[config.mk]
export PLATFORM = sky130hd
export DESIGN_NAME = clk_div_prog
export DESIGN_NICKNAME = d
export VERILOG_FILES = /design/src/rtl/clk_div_prog.sv
export SDC_FILE = /design/constraint.sdc
export NUM_CORES = 1
export LEC_CHECK = 0
export CAP_MARGIN = 0
export CORE_MARGIN = 2
export CORE_UTILIZATION = 55
export CTS_CLUSTER_SIZE = 8
export DETAILED_ROUTE_END_ITERATION = 8
export PLACE_DENSITY = 0.8
export SETUP_SLACK_MARGIN = 0.4
export SLEW_MARGIN = 0
export SYNTH_ARGS = -nofsm -noshare
export SYNTH_HDL_FRONTEND = slang
export SYNTH_SLANG_ARGS = --single-unit
[constraint.sdc]
create_clock -name clk -period 4.29 [get_ports clk]
set_input_delay 0.858 -clock clk [delete_from_list [all_inputs] [get_ports clk]]
set_output_delay 0.858 -clock clk [all_outputs]
set_load 0.02 [all_outputs]
[src/rtl/clk_div_prog.sv]
// Programmable clock divider with 50% duty for odd and even ratios.
// The ratio is reconfigured through a valid/ready port and applied only at a period boundary.
module clk_div_prog #(
   parameter int WIDTH       = 8,
   parameter int DIV_DEFAULT = 9
) (
   input  logic             clk,
   input  logic             rst_n,
   input  logic             en,
   input  logic             cfg_valid,
   input  logic [WIDTH-1:0] cfg_div,
   output logic             cfg_ready,
   output logic             cfg_err,
   output logic [WIDTH-1:0] div_act,
   output logic             period_start,
   output logic             clk_div
);

   localparam logic [WIDTH-1:0] DIV_RST = WIDTH'(DIV_DEFAULT);

   logic [WIDTH-1:0] cnt_reg, cnt_next;
   logic [WIDTH-1:0] div_act_reg, div_act_next;
   logic [WIDTH-1:0] pend_div_reg, pend_div_next;
   logic             pend_valid_reg, pend_valid_next;
   logic             running_reg, running_next;
   logic             pos_q_reg, pos_q_next;
   logic             neg_q_reg;
   logic             cfg_ready_reg, cfg_ready_next;
   logic             cfg_err_reg, cfg_err_next;
   logic             period_start_reg, period_start_next;

   logic             accept, bad_ratio, good_ratio;
   logic             boundary, load, start;
   logic [WIDTH-1:0] cnt_inc;

   assign accept     = cfg_valid && cfg_ready_reg;
   assign bad_ratio  = accept && (cfg_div < WIDTH'(2));
   assign good_ratio = accept && !bad_ratio;
   // While stopped every posedge counts as a boundary, so pending ratios and restarts take effect at once.
   assign boundary   = !running_reg || (cnt_reg == div_act_reg - WIDTH'(1));
   assign load       = boundary && pend_valid_reg;
   assign start      = boundary && en;
   assign cnt_inc    = cnt_reg + WIDTH'(1);

   always_comb begin
      cnt_next          = cnt_reg;
      div_act_next      = div_act_reg;
      pend_div_next     = pend_div_reg;
      pend_valid_next   = pend_valid_reg;
      running_next      = running_reg;
      pos_q_next        = pos_q_reg;
      cfg_ready_next    = cfg_ready_reg;
      cfg_err_next      = bad_ratio;
      period_start_next = start;

      if (boundary) begin
         cnt_next     = '0;
         running_next = en;
         // A new period always opens with the high phase, whatever ratio it uses.
         pos_q_next   = start;
      end else begin
         cnt_next   = cnt_inc;
         pos_q_next = (cnt_inc < (div_act_reg >> 1));
      end

      if (load) begin
         div_act_next    = pend_div_reg;
         pend_valid_next = 1'b0;
      end

      // pend_valid implies cfg_ready is low, so an accept can never coincide with a load.
      if (good_ratio) begin
         pend_div_next   = cfg_div;
         pend_valid_next = 1'b1;
         cfg_ready_next  = 1'b0;
      end else if (!cfg_ready_reg && !pend_valid_reg) begin
         cfg_ready_next = 1'b1;
      end
   end

   always_ff @(posedge clk or negedge rst_n) begin
      if (!rst_n) begin
         cnt_reg          <= '0;
         div_act_reg      <= DIV_RST;
         pend_div_reg     <= '0;
         pend_valid_reg   <= 1'b0;
         running_reg      <= 1'b0;
         pos_q_reg        <= 1'b0;
         cfg_ready_reg    <= 1'b1;
         cfg_err_reg      <= 1'b0;
         period_start_reg <= 1'b0;
      end else begin
         cnt_reg          <= cnt_next;
         div_act_reg      <= div_act_next;
         pend_div_reg     <= pend_div_next;
         pend_valid_reg   <= pend_valid_next;
         running_reg      <= running_next;
         pos_q_reg        <= pos_q_next;
         cfg_ready_reg    <= cfg_ready_next;
         cfg_err_reg      <= cfg_err_next;
         period_start_reg <= period_start_next;
      end
   end

   // Half-cycle delayed copy of pos_q stretches the high phase by half a clock for odd ratios.
   always_ff @(negedge clk or negedge rst_n) begin
      if (!rst_n) begin
         neg_q_reg <= 1'b0;
      end else begin
         neg_q_reg <= pos_q_reg;
      end
   end

   assign clk_div      = div_act_reg[0] ? (pos_q_reg | neg_q_reg) : pos_q_reg;
   assign cfg_ready    = cfg_ready_reg;
   assign cfg_err      = cfg_err_reg;
   assign div_act      = div_act_reg;
   assign period_start = period_start_reg;

endmodule

==> results_dict.tcl, run 1 <==
set metrics [dict create \
    yosysSeqAreaShare 0.464 \
    ant_nets 0 \
    globalplace.congestion 0.844 \
    r2r_slack_ns 1.53 \
    grt_use_met3 0.0459 \
    synth_top_flop_cell "dfrtp_1" \
    dieArea_mm2 0.00351 \
    synth-async-reset-ratio 1.00 \
    place_area_mm2 0.00192 \
    num_rows 20 \
    yosys.area.top_type "dfrtp_1" \
    clock_sinks 31 \
    synth_edf_count 0 \
    worstRegToRegCells 8 \
    critPathMaxFanout 1 \
    cts_hold_buf 0 \
    ys_seq_elements 31 \
    endpoint "clk_div" \
    synth_top_area_frac 0.402 \
    yosysMostFrequentCell "dfrtp_1" \
    synth_common_cells "27 x dfrtp_1, 13 x inv_1, 12 x xnor2_1" \
    combPwrFrac 0.097 \
    fin_area_mm2 0.00198 \
    grt_overflow_total 0 \
    rsz0062_at_grt "yes" \
    cp.required_ns 3.43 \
    slew_headroom 0.442 \
    hold_violations 0 \
    diodes 0 \
    drive_gt1_frac 0.162 \
    crit_chain "a21o_1 > buf_6" \
    switching_share 0.243 \
    synth.net_count 172 \
    critPathKind "flop to output pin" \
    post_synth_num_cell_types 46 \
    crit_path_end_kind "output pin" \
    critical-path-slowest-cell "dfrtn_1" \
    ioPinCount 24 \
    yosys_warnings 0 \
    min_path_type "flop to flop" \
    post-dp-hpwl_um 2430 \
    num_vias 1184 \
    netlist_instances 152 \
    die_h_um 59.3 \
    fin_worst_skew_ns 0.00909 \
    synth_area_leaders "dfrtp_1 40%, xnor2_1 6.3%, ha_1 6.0%, mux2_4 5.4%, dfstp_2 4.7%" \
    worst_pin_slew_ns 0.837 \
    internal-power_mw 0.417 \
    finalSetupViolCount 0 \
    max_stage_delay_ns 0.39 \
    h-tree-depth 2 \
    p_clk_frac 0.292 \
    dr.pass1.iters 4 \
    tns_ns 0 \
    drtIter0Drc 19 \
    ctsLongestPathBuffers 2 \
    viasPerCell 5.58 \
    ir_worst_vdd_uv 254 \
    start_util 0.564 \
    critPathLaunchType "flop" \
    clk_pin_slew_worst_paths_ns 0.10 \
    drv_cap 0 \
    grt_max_degree 31 \
    status "complete, no violations" \
    first_global_vias 1262 \
    worst_r2r_endpoint "div_act[4]" \
    timing.rr.start "div_act[0]" \
    cts_tree "built" \
    grt_usage 0.213 \
    nets 198 \
    met2_usage 0.359 \
    grt_busiest_layer "met2" \
    cts_setup_buffers 0 \
    timing.final.max_slew_violations 0 \
    power.density_mw_per_mm2 278 \
    antenna_found_initial 0 \
    avgSynthCellArea_um2 11.1 \
    finalPower_mw 0.550 \
    avgRoutedWirePerCell_um 15.0 \
    seqPwrFrac 0.611 \
    core_area_mm2 0.00298 \
    crit_start "neg_q_reg" \
    worstPathArrival_ns 3.08 \
    power_switching_mw 0.133 \
    leakagePower_nw 0.867 \
    gr-usage-met1 0.249 \
    area_growth_syn_to_layout_pct 17.7 \
    fill_cells 235 \
    cts_made_buffers 5 \
    routed_wl_um 3180 \
    clock_tree.root_cell "clkbuf_4" \
    io_buffers 23 \
    netlist_area_mm2 0.00168 \
    grt_pass1_wl_um 5510 \
    fp.dieW_um 59.3 \
    remaining_drc_errors 0 \
    insertion_delay_ns 0.33 \
]
[cell type report]
type | count | area [um^2] | area share
clock inverter | 2 | 12.5 | 0.00633
inverter | 13 | 48.8 | 0.0247
multi-input combinational | 102 | 808 | 0.409
tap | 33 | 41.3 | 0.0209
sequential | 31 | 779 | 0.394
clock buffer | 6 | 41.3 | 0.0209
timing repair buffer | 25 | 246 | 0.125
[cell usage in the layout, fill, tap and decap left out, types with 2 or more instances in the layout]
cell type	n
mux2_4	6
nor2_1	7
xor2_1	4
xnor2_1	12
a21oi_1	3
dfstp_2	3
nand2_1	7
a21boi_0	2
nand3_1	5
nor2b_1	6
o21bai_1	2
buf_4	2
nor3_1	3
clkbuf_4	5
mux2_2	7
a21o_1	2
ha_1	8
clkdlybuf4s50_1	22
o21ai_0	6
dfrtp_1	27
inv_1	13
[power groups by stage]
stage	Sequential [mW]	Clock, mW	Combinational, mW
4_1_cts	0.337	0.164	0.0550
2_1_floorplan	0.338	0	0.0297
3_5_place_dp	0.342	0	0.0547
6_report	0.336	0.161	0.0534
3_3_place_gp	0.339	0	0.0520
5_1_grt	0.339	0.181	0.0603
[through the flow]
step / setup slack (ns) / std cells / hold slack (ns) / util
after floorplan: 0.721 / 152 / 0.402 / -
after global placement: 0.217 / 204 / 0.432 / 0.646
after detailed placement: 0.212 / 204 / 0.440 / 0.646
after CTS: 0.341 / 212 / 0.451 / 0.664
after global routing: 0.312 / 212 / 0.482 / 0.664
final: 0.351 / 212 / 0.447 / 0.664
[cell families after synthesis]
logic type / synth area share
AO/OA/AOI/OAI: 0.0990
multiplexers: 0.106
adder cells (fa/ha/maj): 0.0596
XOR/XNOR: 0.0834
flip-flops: 0.464
buffers and inverters: 0.0551
AND/OR/NAND/NOR: 0.133
[metal layers]
layer,up-vias,part of all wire
met3,7,0.035
met1,579,0.44
li1,573,-
met4,0,0.024
met2,25,0.50
met5,-,0
[worst max-delay path: cells and delay by family (launching register included)]
kind / cells / cell delay [ns]
flip-flops: 1 / 0.39
AO/OA/AOI/OAI: 1 / 0.12
buffers and inverters: 1 / 0.11
[timing repair]
item,4_1_cts,5_1_grt
pin swaps,1,0
endpoints found under the setup margin,1,1
resized for setup,6,0
[worst min path at each step]
| stage | depth (start not counted) | start | end |
|---|---|---|---|
| 2_1_floorplan | 1 | pend_valid_reg | cfg_ready |
| 3_3_place_gp | 1 | pend_valid_reg | cfg_ready |
| 3_5_place_dp | 1 | pend_valid_reg | cfg_ready |
| 4_1_cts | 1 | pend_valid_reg | cfg_ready |
| 5_1_grt | 1 | pend_valid_reg | cfg_ready |
| 6_report | 1 | pend_valid_reg | cfg_ready |
Note: power is estimated with default switching activity, not from simulation.
==> run 2, diff against run 1 <==
--- a/config.mk
+++ b/config.mk
@@ -10,7 +10,7 @@
 export CORE_UTILIZATION = 55
 export CTS_CLUSTER_SIZE = 8
 export DETAILED_ROUTE_END_ITERATION = 8
-export PLACE_DENSITY = 0.8
+export PLACE_DENSITY_LB_ADDON = 0.05
 export SETUP_SLACK_MARGIN = 0.4
 export SLEW_MARGIN = 0
 export SYNTH_ARGS = -nofsm -noshare
==> run 2 against run 1 <==
Effect of this change:
- worst hold slack improved by 0.0045 ns
- highest routed layer unchanged
- largest cell class unchanged
- die area unchanged
- register-to-register slack improved by 0.05 ns
- final cell count unchanged
- sequential share of layout area decreased by 0.64 points
- critical path depth unchanged
==> results_dict.tcl, run 2 (synthesis gave the netlist of run 1 again) <==
set metrics [dict create \
    post-dp-hpwl_um 2330 \
    layout_commonest_cell "dfrtp_1" \
    ctsLongestPathBuffers 2 \
    diodes 0 \
    cp.required_ns 3.43 \
    timing.final.max_slew_violations 0 \
    cts_setup_buffers 0 \
    hold_ws_ns 0.451 \
    grt_pass1_wl_um 5360 \
    slew_headroom 0.394 \
    cts_made_buffers 5 \
    critPathMaxFanout 1 \
    num_vias 1179 \
    h-tree-depth 2 \
    fin_area_mm2 0.00201 \
    ant_nets 0 \
    ioPinCount 24 \
    avgRoutedWirePerCell_um 15.0 \
    nets 198 \
    dr.pass1.iters 4 \
    drive_gt1_frac 0.168 \
    critPathLaunchType "flop" \
    grt_max_degree 31 \
    crit_path_end_kind "output pin" \
    ir_worst_vdd_uv 230 \
    finalSetupViolCount 0 \
    core_area_mm2 0.00298 \
    num_rows 20 \
    area_growth_syn_to_layout_pct 19.7 \
    grt_usage 0.212 \
    place_ws_ns 0.198 \
    worstPathArrival_ns 3.13 \
    antenna_found_initial 0 \
    clk_pin_slew_worst_paths_ns 0.10 \
    min_delay_path_depth 1 \
    dieArea_mm2 0.00351 \
    cts_tree "built" \
    setup_slack_ns 0.306 \
    hold_violations 0 \
    clock_tree.root_cell "clkbuf_4" \
    timing.rr.start "div_act[0]" \
    place_area_mm2 0.00192 \
    routed_wl_um 3180 \
    worstRegToRegCells 8 \
    viasPerCell 5.56 \
    grt_overflow_total 0 \
    fin_worst_skew_ns 0.00991 \
    die_h_um 59.3 \
    rsz0062_at_grt "yes" \
    drtIter0Drc 37 \
    start_util 0.564 \
    io_buffers 23 \
    min_path_type "flop to flop" \
    leakagePower_nw 0.887 \
    insertion_delay_ns 0.33 \
    critPathKind "flop to output pin" \
    finish.utilization 0.675 \
    status "complete, no violations" \
    first_global_vias 1093 \
    hp-start "pend_valid_reg" \
    worst_pin_slew_ns 0.908 \
    power.density_mw_per_mm2 314 \
    crit_start "neg_q_reg" \
    drv_cap 0 \
    fp.dieW_um 59.3 \
    clock_sinks 31 \
    globalplace.congestion 0.831 \
    tns_ns 0 \
    remaining_drc_errors 0 \
    mostFrequentLayoutCells "27 x dfrtp_1, 22 x clkdlybuf4s50_1, 13 x inv_1" \
]
## run 2: routing by layer
metal,part of all wire,global-route usage
met5,0,0
met4,0.015,0.0682
met3,0.039,0.0721
met2,0.47,0.314
met1,0.48,0.292
## run 2: worst paths after layout
kind / to / slack, ns
setup reg to reg: div_act[1] / 1.58
setup / recovery: clk_div / 0.31
min in group asynchronous: pend_div_reg[2] / 1.04
max in group asynchronous: neg_q_reg / 1.33
hold / removal: cfg_ready / 0.45
hold reg to reg: cfg_ready / 0.45
## run 2: timing repair
item,CTS,global route
endpoints found under the hold margin,0,0
resized for setup,6,0
pin swaps,1,1
endpoints found under the setup margin,1,1
hold buffers,0,0
## run 2: area by class of cell
| class | instances | area, um^2 |
|---|---|---|
| Inverter | 13 | 48.8 |
| Clock buffer | 6 | 51.3 |
| Multi-Input combinational cell | 102 | 808 |
| Sequential cell | 31 | 779 |
| Fill cell | 236 | 967 |
| Tap cell | 33 | 41.3 |
| Clock inverter | 2 | 35.0 |
| Timing Repair Buffer | 25 | 246 |
## run 2: report_power, final
| group | switching (mW) | internal (mW) |
|---|---|---|
| clock | 0.103 | 0.138 |
| sequential | 0.0140 | 0.322 |
| combinational | 0.0225 | 0.0319 |
| total | 0.140 | 0.491 |
## run 2: stage by stage
step	total power, mW	std cells
floorplan	0.368	152
global placement	0.393	204
detailed placement	0.397	204
CTS	0.637	212
global route	0.660	212
finish	0.631	212
## run 2: worst max-delay path, stage by stage (launching register included)
cell	delay, ns
dfrtn_1	0.33
a21o_1	0.19
buf_6	0.13
